`src/rtl/display_share_ctrl_if.sv`:
```
// Display sharing bus: two requesters' level requests and digit data in,
// grants, digit outputs and owner-change pulse out.
interface display_share_ctrl_if;
  logic        req_a;
  logic [15:0] data_a;
  logic        req_b;
  logic [15:0] data_b;
  logic        gnt_a;
  logic        gnt_b;
  logic [3:0]  number0;
  logic [3:0]  number1;
  logic [3:0]  number2;
  logic [3:0]  number3;
  logic        owner_chg;

  modport master (
    output req_a, data_a, req_b, data_b,
    input  gnt_a, gnt_b, number0, number1, number2, number3, owner_chg
  );

  modport slave (
    input  req_a, data_a, req_b, data_b,
    output gnt_a, gnt_b, number0, number1, number2, number3, owner_chg
  );
endinterface

```
`src/rtl/display_share_ctrl.sv`:
```
// Arbitrates a four-digit seven-segment display between two requesters,
// with a minimum dwell per owner and round-robin tie breaking.
module display_share_ctrl #(
  parameter int unsigned DWELL      = 4,
  parameter logic [15:0] IDLE_VALUE = 16'h0000
) (
  input  logic                 clock,
  input  logic                 reset_n,
  display_share_ctrl_if.slave  bus
);

  localparam int unsigned     CNT_W   = (DWELL > 1) ? $clog2(DWELL) : 1;
  localparam logic [CNT_W-1:0] CNT_MAX = CNT_W'(DWELL - 1);

  localparam logic [1:0] S_IDLE  = 2'd0;
  localparam logic [1:0] S_OWN_A = 2'd1;
  localparam logic [1:0] S_OWN_B = 2'd2;

  logic [1:0]       r_state;
  logic [CNT_W-1:0] r_cnt;
  logic [15:0]      r_num;
  logic             r_last_b;
  logic             r_gnt_a;
  logic             r_gnt_b;
  logic             r_owner_chg;

  logic [1:0]       w_state_nxt;
  logic [CNT_W-1:0] w_cnt_nxt;
  logic [15:0]      w_num_nxt;
  logic             w_last_b_nxt;
  logic             w_expired;

  assign w_expired = (r_cnt == CNT_MAX);

  always_ff @(posedge clock) begin
    if (!reset_n) begin
      r_state     <= S_IDLE;
      r_cnt       <= '0;
      r_num       <= IDLE_VALUE;
      r_last_b    <= 1'b1;
      r_gnt_a     <= 1'b0;
      r_gnt_b     <= 1'b0;
      r_owner_chg <= 1'b0;
    end else begin
      r_state     <= w_state_nxt;
      r_cnt       <= w_cnt_nxt;
      r_num       <= w_num_nxt;
      r_last_b    <= w_last_b_nxt;
      r_gnt_a     <= (w_state_nxt == S_OWN_A);
      r_gnt_b     <= (w_state_nxt == S_OWN_B);
      r_owner_chg <= (w_state_nxt != r_state);
    end
  end

  // Next owner, dwell count and digit value; a non-owner's data is never looked at.
  always_comb begin
    w_state_nxt  = r_state;
    w_cnt_nxt    = r_cnt;
    w_num_nxt    = r_num;
    w_last_b_nxt = r_last_b;
    case (r_state)
      S_IDLE: begin
        w_cnt_nxt = '0;
        w_num_nxt = IDLE_VALUE;
        if (bus.req_a && (!bus.req_b || r_last_b)) begin
          w_state_nxt  = S_OWN_A;
          w_num_nxt    = bus.data_a;
          w_last_b_nxt = 1'b0;
        end else if (bus.req_b) begin
          w_state_nxt  = S_OWN_B;
          w_num_nxt    = bus.data_b;
          w_last_b_nxt = 1'b1;
        end
      end
      S_OWN_A: begin
        if (!w_expired) begin
          w_cnt_nxt = r_cnt + CNT_W'(1);
          if (bus.req_a) w_num_nxt = bus.data_a;
        end else if (bus.req_b) begin
          w_state_nxt  = S_OWN_B;
          w_cnt_nxt    = '0;
          w_num_nxt    = bus.data_b;
          w_last_b_nxt = 1'b1;
        end else if (bus.req_a) begin
          w_num_nxt = bus.data_a;
        end else begin
          w_state_nxt = S_IDLE;
          w_cnt_nxt   = '0;
          w_num_nxt   = IDLE_VALUE;
        end
      end
      S_OWN_B: begin
        if (!w_expired) begin
          w_cnt_nxt = r_cnt + CNT_W'(1);
          if (bus.req_b) w_num_nxt = bus.data_b;
        end else if (bus.req_a) begin
          w_state_nxt  = S_OWN_A;
          w_cnt_nxt    = '0;
          w_num_nxt    = bus.data_a;
          w_last_b_nxt = 1'b0;
        end else if (bus.req_b) begin
          w_num_nxt = bus.data_b;
        end else begin
          w_state_nxt = S_IDLE;
          w_cnt_nxt   = '0;
          w_num_nxt   = IDLE_VALUE;
        end
      end
      default: begin
        w_state_nxt = S_IDLE;
        w_cnt_nxt   = '0;
        w_num_nxt   = IDLE_VALUE;
      end
    endcase
  end

  assign bus.gnt_a     = r_gnt_a;
  assign bus.gnt_b     = r_gnt_b;
  assign bus.owner_chg = r_owner_chg;
  assign bus.number0   = r_num[3:0];
  assign bus.number1   = r_num[7:4];
  assign bus.number2   = r_num[11:8];
  assign bus.number3   = r_num[15:12];

endmodule

```
`src/flat_wrapper.sv`:
```
// flat-port wrapper written by rule: the top's interface ports become plain ports
module display_share_ctrl_flat 
#(
  parameter int unsigned DWELL      = 4,
  parameter logic [15:0] IDLE_VALUE = 16'h0000
)
  (clock, reset_n, bus_req_a, bus_data_a, bus_req_b, bus_data_b, bus_gnt_a, bus_gnt_b, bus_number0, bus_number1, bus_number2, bus_number3, bus_owner_chg);
  display_share_ctrl_if bus_i ();
  input  logic clock;
  input  logic reset_n;
  input wire logic [$bits(bus_i.req_a)-1:0] bus_req_a;
  input wire logic [$bits(bus_i.data_a)-1:0] bus_data_a;
  input wire logic [$bits(bus_i.req_b)-1:0] bus_req_b;
  input wire logic [$bits(bus_i.data_b)-1:0] bus_data_b;
  output wire logic [$bits(bus_i.gnt_a)-1:0] bus_gnt_a;
  output wire logic [$bits(bus_i.gnt_b)-1:0] bus_gnt_b;
  output wire logic [$bits(bus_i.number0)-1:0] bus_number0;
  output wire logic [$bits(bus_i.number1)-1:0] bus_number1;
  output wire logic [$bits(bus_i.number2)-1:0] bus_number2;
  output wire logic [$bits(bus_i.number3)-1:0] bus_number3;
  output wire logic [$bits(bus_i.owner_chg)-1:0] bus_owner_chg;
  assign bus_i.req_a = bus_req_a;
  assign bus_i.data_a = bus_data_a;
  assign bus_i.req_b = bus_req_b;
  assign bus_i.data_b = bus_data_b;
  assign bus_gnt_a = bus_i.gnt_a;
  assign bus_gnt_b = bus_i.gnt_b;
  assign bus_number0 = bus_i.number0;
  assign bus_number1 = bus_i.number1;
  assign bus_number2 = bus_i.number2;
  assign bus_number3 = bus_i.number3;
  assign bus_owner_chg = bus_i.owner_chg;
  display_share_ctrl #(.DWELL(DWELL), .IDLE_VALUE(IDLE_VALUE)) u_core (.clock(clock), .reset_n(reset_n), .bus(bus_i));
endmodule
```
`config.mk`:
```
export PLATFORM = sky130hd
export DESIGN_NAME = display_share_ctrl_flat
export DESIGN_NICKNAME = d
export VERILOG_FILES = /design/src/rtl/display_share_ctrl_if.sv /design/src/rtl/display_share_ctrl.sv /design/src/flat_wrapper.sv
export SDC_FILE = /design/constraint.sdc
export NUM_CORES = 1
export LEC_CHECK = 0
export ABC_AREA = 1
export CORE_MARGIN = 2
export CORE_UTILIZATION = 41
export CTS_CLUSTER_DIAMETER = 150
export DETAILED_ROUTE_END_ITERATION = 8
export GPL_TIMING_DRIVEN = 0
export PLACE_DENSITY = 0.76
export RECOVER_POWER = 50
export SYNTH_ARGS = -nofsm -noshare
export SYNTH_HDL_FRONTEND = slang
export SYNTH_SLANG_ARGS = --single-unit
export TNS_END_PERCENT = 5
```
`constraint.sdc`:
```
create_clock -name clock -period 1.6 [get_ports clock]
set_clock_uncertainty 0.05 [all_clocks]
set_input_delay 0.32 -clock clock [delete_from_list [all_inputs] [get_ports clock]]
set_output_delay 0.32 -clock clock [all_outputs]
set_load 0.005 [all_outputs]
```
# After elaboration in Yosys (flattened, before gate mapping)

Index checks and enable logic that the tools add are counted.
W data, S select, Z words.

Output and inout bits: 19
Latch bits: 0
Memories kept: 0
RAM bits: 0
Register bits: 24
Memory bits (read-only): 0
Bits of input ports: 36
Logic and storage cells: 61

Magnitude comparators: 0
Bitwise gates (word level): 0
Multiply operators: 0
Add/sub/neg operators: 1
Muxes and demuxes: 32
Div/mod/pow operators: 0
Reduce and logical (&&, ||, !) cells: 8
Shift-type cells: 0
Equality and inequality tests: 13

Operators with widths:

| operator              | number |
|---|---|
| $mux W16              | 9 |
| $pmux W16 S3          | 1 |
| $mux W2               | 14 |
| $ne A4 B4 Y1 const B  | 2 |
| $eq A2 B2 Y1 const B  | 3 |
| $ne A3 B2 Y1 const B  | 2 |
| $pmux W2 S3           | 1 |
| $mux W1               | 5 |
| $eq A2 B1 Y1 const B  | 2 |
| $ne A2 B1 Y1 const B  | 2 |
| $pmux W2 S2           | 1 |
| $reduce_and A2 Y1     | 2 |
| $reduce_and A4 Y1     | 1 |
| $pmux W1 S3           | 1 |
| $reduce_bool A3 Y1    | 1 |
| $add A2 B1 Y2 const B | 1 |
| $logic_not A2 Y1      | 1 |
| $ne A2 B2 Y1          | 1 |
| $ne A2 B2 Y1 const B  | 1 |
| $logic_and A1 B1 Y1   | 1 |
| $logic_not A1 Y1      | 1 |
| $logic_or A1 B1 Y1    | 1 |

# Depth between registers and ports, before layout

Gate-level depths: netlist (run 1).

Depth after elaboration: 6
Gate-level depth with buffers: 12
Depth with buffers taken out: 12

# Worst setup path before layout (run 1)

Ideal clock, no wire load.

Kind: reg-to-reg
From: register u_core.r_state[0]
To: register u_core.r_num[15]
Stages on the path, launching flop included: 12
Period minus slack after synthesis: 1.629 ns
Arrival time: 1.448 ns
Data required time: 1.419 ns
Slack: -0.029 ns
Setup time: 0.131 ns
Buffers on the path: 1
Path through: dfxtp_1 > inv_1 > ha_1 > nand2_2 > inv_2 > nand2_4 > nand4_4 > buf_12 > nand2_2 > nand2_2 > nand2_2 > a21oi_2

Longest elaborated chain between the ends: 3

Ends and longest elaborated chain:

| element                                      | RTL line                 | text |
|---|---|---|
| from (decl)                                  | display_share_ctrl.sv:19 | `logic [1:0] r_state;` |
| from (signal assigned)                       | display_share_ctrl.sv:45 | `r_state <= w_state_nxt;` |
| $eq A2 B2 Y1 or $eq A2 B1 Y1 (tied branches) | display_share_ctrl.sv:61 | `case (r_state)` |
| $ne A3 B2 Y1 (no line)                       | --                       |  |
| $reduce_and A2 Y1 (no line)                  | --                       |  |
| to (signal assigned)                         | display_share_ctrl.sv:47 | `r_num <= w_num_nxt;` |
| to (decl)                                    | display_share_ctrl.sv:21 | `logic [15:0] r_num;` |

Several ways; a longest one is shown, not always the timed one.
A chain may end at the register's enable or synchronous reset.

# Worst setup path in the final report (run 1)

From: register u_core.r_cnt[0]
To: register u_core.r_num[0]

Longest elaborated chain between the ends: 3

Ends and longest elaborated chain:

| element                                           | RTL line                 | text |
|---|---|---|
| from (decl)                                       | display_share_ctrl.sv:20 | `logic [CNT_W-1:0] r_cnt;` |
| from (signal assigned)                            | display_share_ctrl.sv:46 | `r_cnt <= w_cnt_nxt;` |
| $eq A2 B2 Y1 *                                    | display_share_ctrl.sv:33 | `assign w_expired = (r_cnt == CNT_MAX);` |
| $mux W16, or another cell as far along            | display_share_ctrl.sv:93 | `if (!w_expired) begin` |
| $pmux W16 S3 or $reduce_and A2 Y1 (tied branches) | --                       |  |

Mark *: on every way between the ends. The rest lies on a longest branch, timed or not.

==> results of run 1 <==
-- cells by family after synthesis --
| family | count (synthesis) | synth area share (%) |
|---|---|---|
| DFF | 24 | 29.0 |
| AOI/OAI and AO/OA | 25 | 11.6 |
| buffers and inverters | 24 | 10.8 |
| adders and majority gates | 5 | 3.78 |
| and+or+nand+nor | 146 | 44.8 |
-- routing by layer --
layer / wire length (um) / part of all wire [%] / vias to the layer above
li1: - / - / 848
met1: 1830 / 44 / 739
met2: 1960 / 47 / 52
met3: 282 / 6.8 / 6
met4: 55 / 1.3 / 0
met5: 0 / 0 / -
-- path summary, 6_finish.rpt --
kind                                         to  slack [ns]       startpoint  cells after the start
worst max-delay path            u_core.r_num[0]        0.06  u_core.r_cnt[0]                      9
worst min-delay path            u_core.r_num[0]        0.41  u_core.r_num[0]                      2
worst max register to register  u_core.r_num[0]        0.06  u_core.r_cnt[0]                      9
worst min register to register  u_core.r_num[0]        0.41  u_core.r_num[0]                      2
-- power by group --
part | leakage (nW) | internal, W | switching [W] | total [W]
clock | 0.0357 | 0.000335 | 0.000211 | 0.000545
combinational | 0.790 | 0.000541 | 0.000547 | 0.00109
sequential | 0.200 | 0.000702 | 0.0000629 | 0.000765
-- cell usage in the layout, fill, tap and decap left out, drive strengths merged, types with 2 or more instances in the layout --
cell / n
clkbuf: 3
nand4: 7
nor2: 6
o211ai: 2
dfxtp: 24
dlygate4sd3: 3
buf: 13
ha: 5
nand3: 16
a21oi: 19
clkdlybuf4s50: 49
inv: 14
nand2: 112
nor3: 4
-- Yosys cell counts, drive strengths merged --
| master | instances | area share, % |
|---|---|---|
| dlymetal6s2s | 1 | 0.76 |
| a21oi | 19 | 8.0 |
| nand3b | 1 | 0.45 |
| o31ai | 1 | 0.45 |
| o2111ai | 1 | 0.53 |
| ha | 5 | 3.8 |
| o22ai | 1 | 1.2 |
| nand3 | 16 | 5.7 |
| o21bai | 1 | 0.45 |
| nand4 | 7 | 3.6 |
| dfxtp | 24 | 29 |
| buf | 9 | 6.4 |
| o211ai | 2 | 0.91 |
| nand2 | 112 | 32 |
| nor3 | 4 | 1.2 |
| nor2 | 6 | 2.3 |
| inv | 14 | 3.6 |
-- stage by stage --
stage / instances / hold WS, ns / setup TNS (ns) / utilization, %
4_1_cts: 334 / 0.417 / 0 / 60.4
3_3_place_gp: 326 / 0.403 / -3.40 / 56.8
2_1_floorplan: 224 / 0.369 / 0 / -
6_report: 334 / 0.412 / 0 / 61.7
5_1_grt: 334 / 0.431 / -0.0863 / 61.7
3_5_place_dp: 326 / 0.405 / -3.32 / 56.8
-- sequential cells by signal (all words and copies together), names as in the netlist --
register,flops
u_core.r_num,16
u_core.r_cnt,2
u_core.r_state,2
u_core.bus.gnt_a,1
u_core.bus.gnt_b,1
u_core.bus.owner_chg,1
u_core.r_last_b,1
-- cell type report --
class	count	area, um^2	share of cell area [%]
Buffer	9	105	4.32
Clock buffer	3	41.3	1.70
Clock inverter	1	30.0	1.23
Inverter	14	65.1	2.67
Multi-Input combinational cell	176	1070	43.9
Sequential cell	24	490	20.2
Tap cell	50	62.6	2.57
Timing Repair Buffer	57	571	23.5
-- worst max-delay path: stages (launching register included) --
cell     delay, ns
dfxtp_2       0.34
ha_2          0.18
buf_6         0.14
inv_6         0.07
nand2_2       0.06
o22ai_4       0.22
nor2_4        0.06
buf_12        0.16
nand2_1       0.07
a21oi_1       0.05
-- repair_timing --
item	4_1_cts	5_1_grt
pin swaps	3	3
buffers inserted	5	0
resized for setup	13	14
endpoints found under the setup margin	23	20
==> impl_metrics.tcl, run 1 <==
set metrics [dict create \
    clock-sinks 24 \
    finalWirelength_mm 4.12 \
    clock_path_buffers 2 \
    max_cap_violations 0 \
    startpoint_type "flip-flop" \
    period_share_pct 96.5 \
    cts.clk_slew.worst_paths_ns 0.09 \
    avgSynthCellArea_um2 7.39 \
    cp-end-kind "flip-flop" \
    power.total_w 0.00240 \
    fmax_mhz 648 \
    finalCriticalPeriod_ns 1.54 \
    dpl_cell_area_mm2 0.00224 \
    die_area_mm2 0.00456 \
    drtIter0Drc 79 \
    p_leak_nw 1.03 \
    vias 1645 \
    synth_cells 224 \
    critPathRequiredTime_ns 1.70 \
    rsz0062_at_grt "true" \
    final_max_slew_viol_count 0 \
    drc_errors 0 \
    cts_tree "built" \
    port_buffers 52 \
    vias_per_cell 4.93 \
    final_area_mm2 0.00243 \
    worst_slew_pin_slew_ns 0.467 \
    die_w_um 67.5 \
    syn-num-nets 265 \
    yosysUniqueCellTypes 28 \
    root_buffer "clkbuf_8" \
    syn_to_final_growth_pct 46.9 \
    first_pass_iters 4 \
    ys_ff_latch 24 \
    grt_pass1_wl_mm 6.47 \
    grt_use_met2_pct 30.8 \
    worst_slack_ns 0.0563 \
    gr-usage-met3_pct 4.50 \
    grt_max_degree 17 \
    status "complete, no violations" \
    place_hpwl_mm 2.96 \
    grt_use_met1_pct 23.9 \
    drtAntennaViolNets 0 \
    fill_cells 366 \
    timing_worst_setup_path_type "flip-flop to flip-flop" \
    fin_nets 326 \
    setup_viol 0 \
    hold_buffers 0 \
    cts_buffers 3 \
    grt_use_total_pct 18.6 \
    vdd_ir_drop_max_mv 0.648 \
    finalHoldViolations 0 \
    gp_congestion 0.924 \
    busiest_layer "met2" \
    slew-limit-headroom_pct 68.8 \
    worstPathArrival_ns 1.64 \
    drive_gt1_share_pct 33.5 \
    avgRoutedWirePerCell_um 12.3 \
    min_path_type "flip-flop to flip-flop" \
    htree_num_levels 1 \
    seq_area_frac_synth_pct 29.0 \
    clk_latency_ns 0.27 \
    dp_slack_ns -0.238 \
    grt_pass1_vias 1456 \
    core_area_mm2 0.00394 \
    num_rows 23 \
    antenna_found_initial 0 \
    critPathMaxFanout 16 \
    die_h_um 67.5 \
    synthesis.area_mm2 0.00166 \
    pin_count 55 \
    diodes 0 \
    gr-total-overflow 0 \
    power.density_mw_per_mm2 986 \
    yosysWarnings 0 \
    start_util_pct 42.0 \
]
Note: power is estimated with default switching activity, not from simulation.
==> inputs of run 2 (changes only) <==
Settings changed: CORE_UTILIZATION 41 to 46, PLACE_DENSITY 0.76 to 0.8.
Clock period 1.6 ns to 1.5 ns, I/O delays scaled along.
==> run 2 against run 1 <==
  * The flow now finishes with violations (setup timing)
  * Critical path depth grew 2
  * Largest cell class unchanged
  * Via count is the same
  * Register-to-register slack lost 0.15 ns
  * Final cell count shrank 0.30%
  * First-iteration DRC count shrank 18%
  * Final area grew 2.5%
  * Critical path type unchanged
  * Die area shrank 10%
  * Sequential cell count is the same
  * Wire length grew 5.1%
  * Maximum frequency shrank 2.9%
  * Clock-buffer cell count is the same
==> impl_metrics.tcl, run 2 (synthesized netlist as in run 1, its figures left out) <==
set metrics [dict create \
    finalHoldViolations 0 \
    placedCellCount 322 \
    die_area_mm2 0.00409 \
    p_leak_nw 1.13 \
    drive_gt1_share_pct 38.3 \
    cts_tree "built" \
    multi_input_area_mm2 0.00110 \
    grt_use_total_pct 21.5 \
    critPathMaxFanout 10 \
    top_register "u_core.r_num" \
    htree_num_levels 1 \
    finalCriticalPeriod_ns 1.59 \
    drtAntennaViolNets 0 \
    largest_reg_flops 16 \
    syn_to_final_growth_pct 50.6 \
    worst_slew_pin_slew_ns 0.475 \
    die_h_um 64.0 \
    setup_viol 17 \
    path_delay_family "simple AND/OR/NAND/NOR gates" \
    timing_worst_setup_path_type "flip-flop to flip-flop" \
    grt_pass1_vias 1585 \
    die_w_um 64.0 \
    grt_max_degree 15 \
    hp-start "bus_req_a" \
    critPathMostFrequentCell "nand2_2" \
    root_buffer "clkbuf_4" \
    cp_num_buf_inv 3 \
    rsz0062_at_grt "true" \
    drtIter0Drc 65 \
    period_share_pct 106 \
    num_rows 21 \
    layout_commonest_cell "nand2_1" \
    power.density_mw_per_mm2 1000 \
    reg_top3 "u_core.r_num x16, u_core.r_cnt x2, u_core.r_state x2" \
    grt_pass1_wl_mm 7.11 \
    avgRoutedWirePerCell_um 13.0 \
    slew-limit-headroom_pct 68.3 \
    start_util_pct 48.8 \
    vias_per_cell 4.94 \
    final_cell_mix "nand2_1 (72), nand2_2 (36), clkdlybuf4s50_1 (34), dlygate4sd2_1 (17), dfxtp_2 (15)" \
    antenna_found_initial 0 \
    finalWirelength_mm 4.33 \
    worstSetupStartpoint "u_core.r_state[1]" \
    clock_path_buffers 2 \
    fin_nets 329 \
    min_path_type "primary input to flip-flop" \
    port_buffers 52 \
    core_area_mm2 0.00339 \
    cts_buffers 3 \
    first_pass_iters 6 \
    fill_cells 277 \
    status "finished with violations" \
    final-seq-area_um2 507 \
    critPathRequiredTime_ns 1.66 \
    final_max_slew_viol_count 0 \
    max_cap_violations 0 \
    clk_latency_ns 0.33 \
    rr_startpoint "u_core.r_state[1]" \
    cpMaxStageDelayCell "dfxtp_4" \
    vias 1645 \
    cp-end-kind "flip-flop" \
    vdd_ir_drop_max_mv 0.702 \
    clock-sinks 24 \
    gr-total-overflow 0 \
    cts.clk_slew.worst_paths_ns 0.15 \
    gp_congestion 0.868 \
    dp_slack_ns -0.151 \
    worst_slack_ns -0.0903 \
    diodes 0 \
    cp_slowest_stage_delay_ns 0.41 \
    pin_count 55 \
    fmax_mhz 629 \
    drc_errors 0 \
    place_hpwl_mm 2.98 \
    final_cells 333 \
    startpoint_type "flip-flop" \
    violations "setup timing" \
    worstPathArrival_ns 1.75 \
    cp_cell_sequence "buf_12, ha_4, nand2_2, inv_2, nand2_4, nand4_4, buf_12, nand2_2, nand2_2, nand2_2, a21oi_2" \
]
## run 2: cell count changes in the layout (fill, tap and decap cells not counted), sizes merged
cell	before	now
buf	13	16
clkdlybuf4s50	49	34
dlygate4sd2	0	17
dlygate4sd3	3	0
dlymetal6s2s	1	2
## run 2: stage by stage
stage          area, um^2  TNS, ns  total power (W)  hold slack, ns  utilization [%]
2_1_floorplan        1700  -0.0457          0.00154           0.349                -
3_3_place_gp         2280    -1.94          0.00192           0.400             67.2
3_5_place_dp         2280    -2.00          0.00193           0.407             67.2
4_1_cts              2450   -0.339          0.00247           0.307             72.2
5_1_grt              2490    -2.23          0.00267           0.354             73.6
6_report             2490   -0.969          0.00250           0.341             73.6
## run 2: layout make-up
| class | instances | area share, % |
|---|---|---|
| Timing Repair Buffer | 60 | 23.7 |
| Sequential cell | 24 | 20.3 |
| Clock buffer | 3 | 0.903 |
| Tap cell | 46 | 2.31 |
| Multi-Input combinational cell | 176 | 44.1 |
| Buffer | 9 | 4.72 |
| Clock inverter | 1 | 1.20 |
| Inverter | 14 | 2.81 |
## run 2: what timing repair did
action | 4_1_cts | 5_1_grt
pin swaps | 6 | 4
setup buffers | 6 | 1
resized for setup | 41 | 12
endpoints found under the hold margin | 0 | 0
setup endpoints to repair | 39 | 24
hold buffers | 0 | 0
gates cloned | 0 | 1
## run 2: per-layer routing
metal / track usage, % / wire length, um
met1: 27.3 / 1970
met5: 0 / 0
met2: 38.2 / 2160
met4: 3.80 / 8
met3: 4.05 / 198
## run 2: worst register-to-register path: cells and delay by family, from the launching register on
kind	cells	cell delay [ns]
compound gates	1	0.04
fa+ha+maj	1	0.17
buf+inv	3	0.37
flops	1	0.41
simple gates	6	0.43
## run 2: final timing paths
| path | end | slack (ns) | cells past startpoint |
|---|---|---|---|
| hold / removal | u_core.r_cnt[0] | 0.34 | 5 |
| setup / recovery | u_core.r_num[3] | -0.09 | 11 |
| setup reg to reg | u_core.r_num[3] | -0.09 | 11 |
| hold reg to reg | u_core.r_num[1] | 0.42 | 2 |
## run 2: report_power, final
part / switching [W] / leakage (nW) / internal [W]
registers: 0.0000627 / 0.205 / 0.000760
clock network: 0.000216 / 0.0279 / 0.000270
logic: 0.000604 / 0.893 / 0.000589
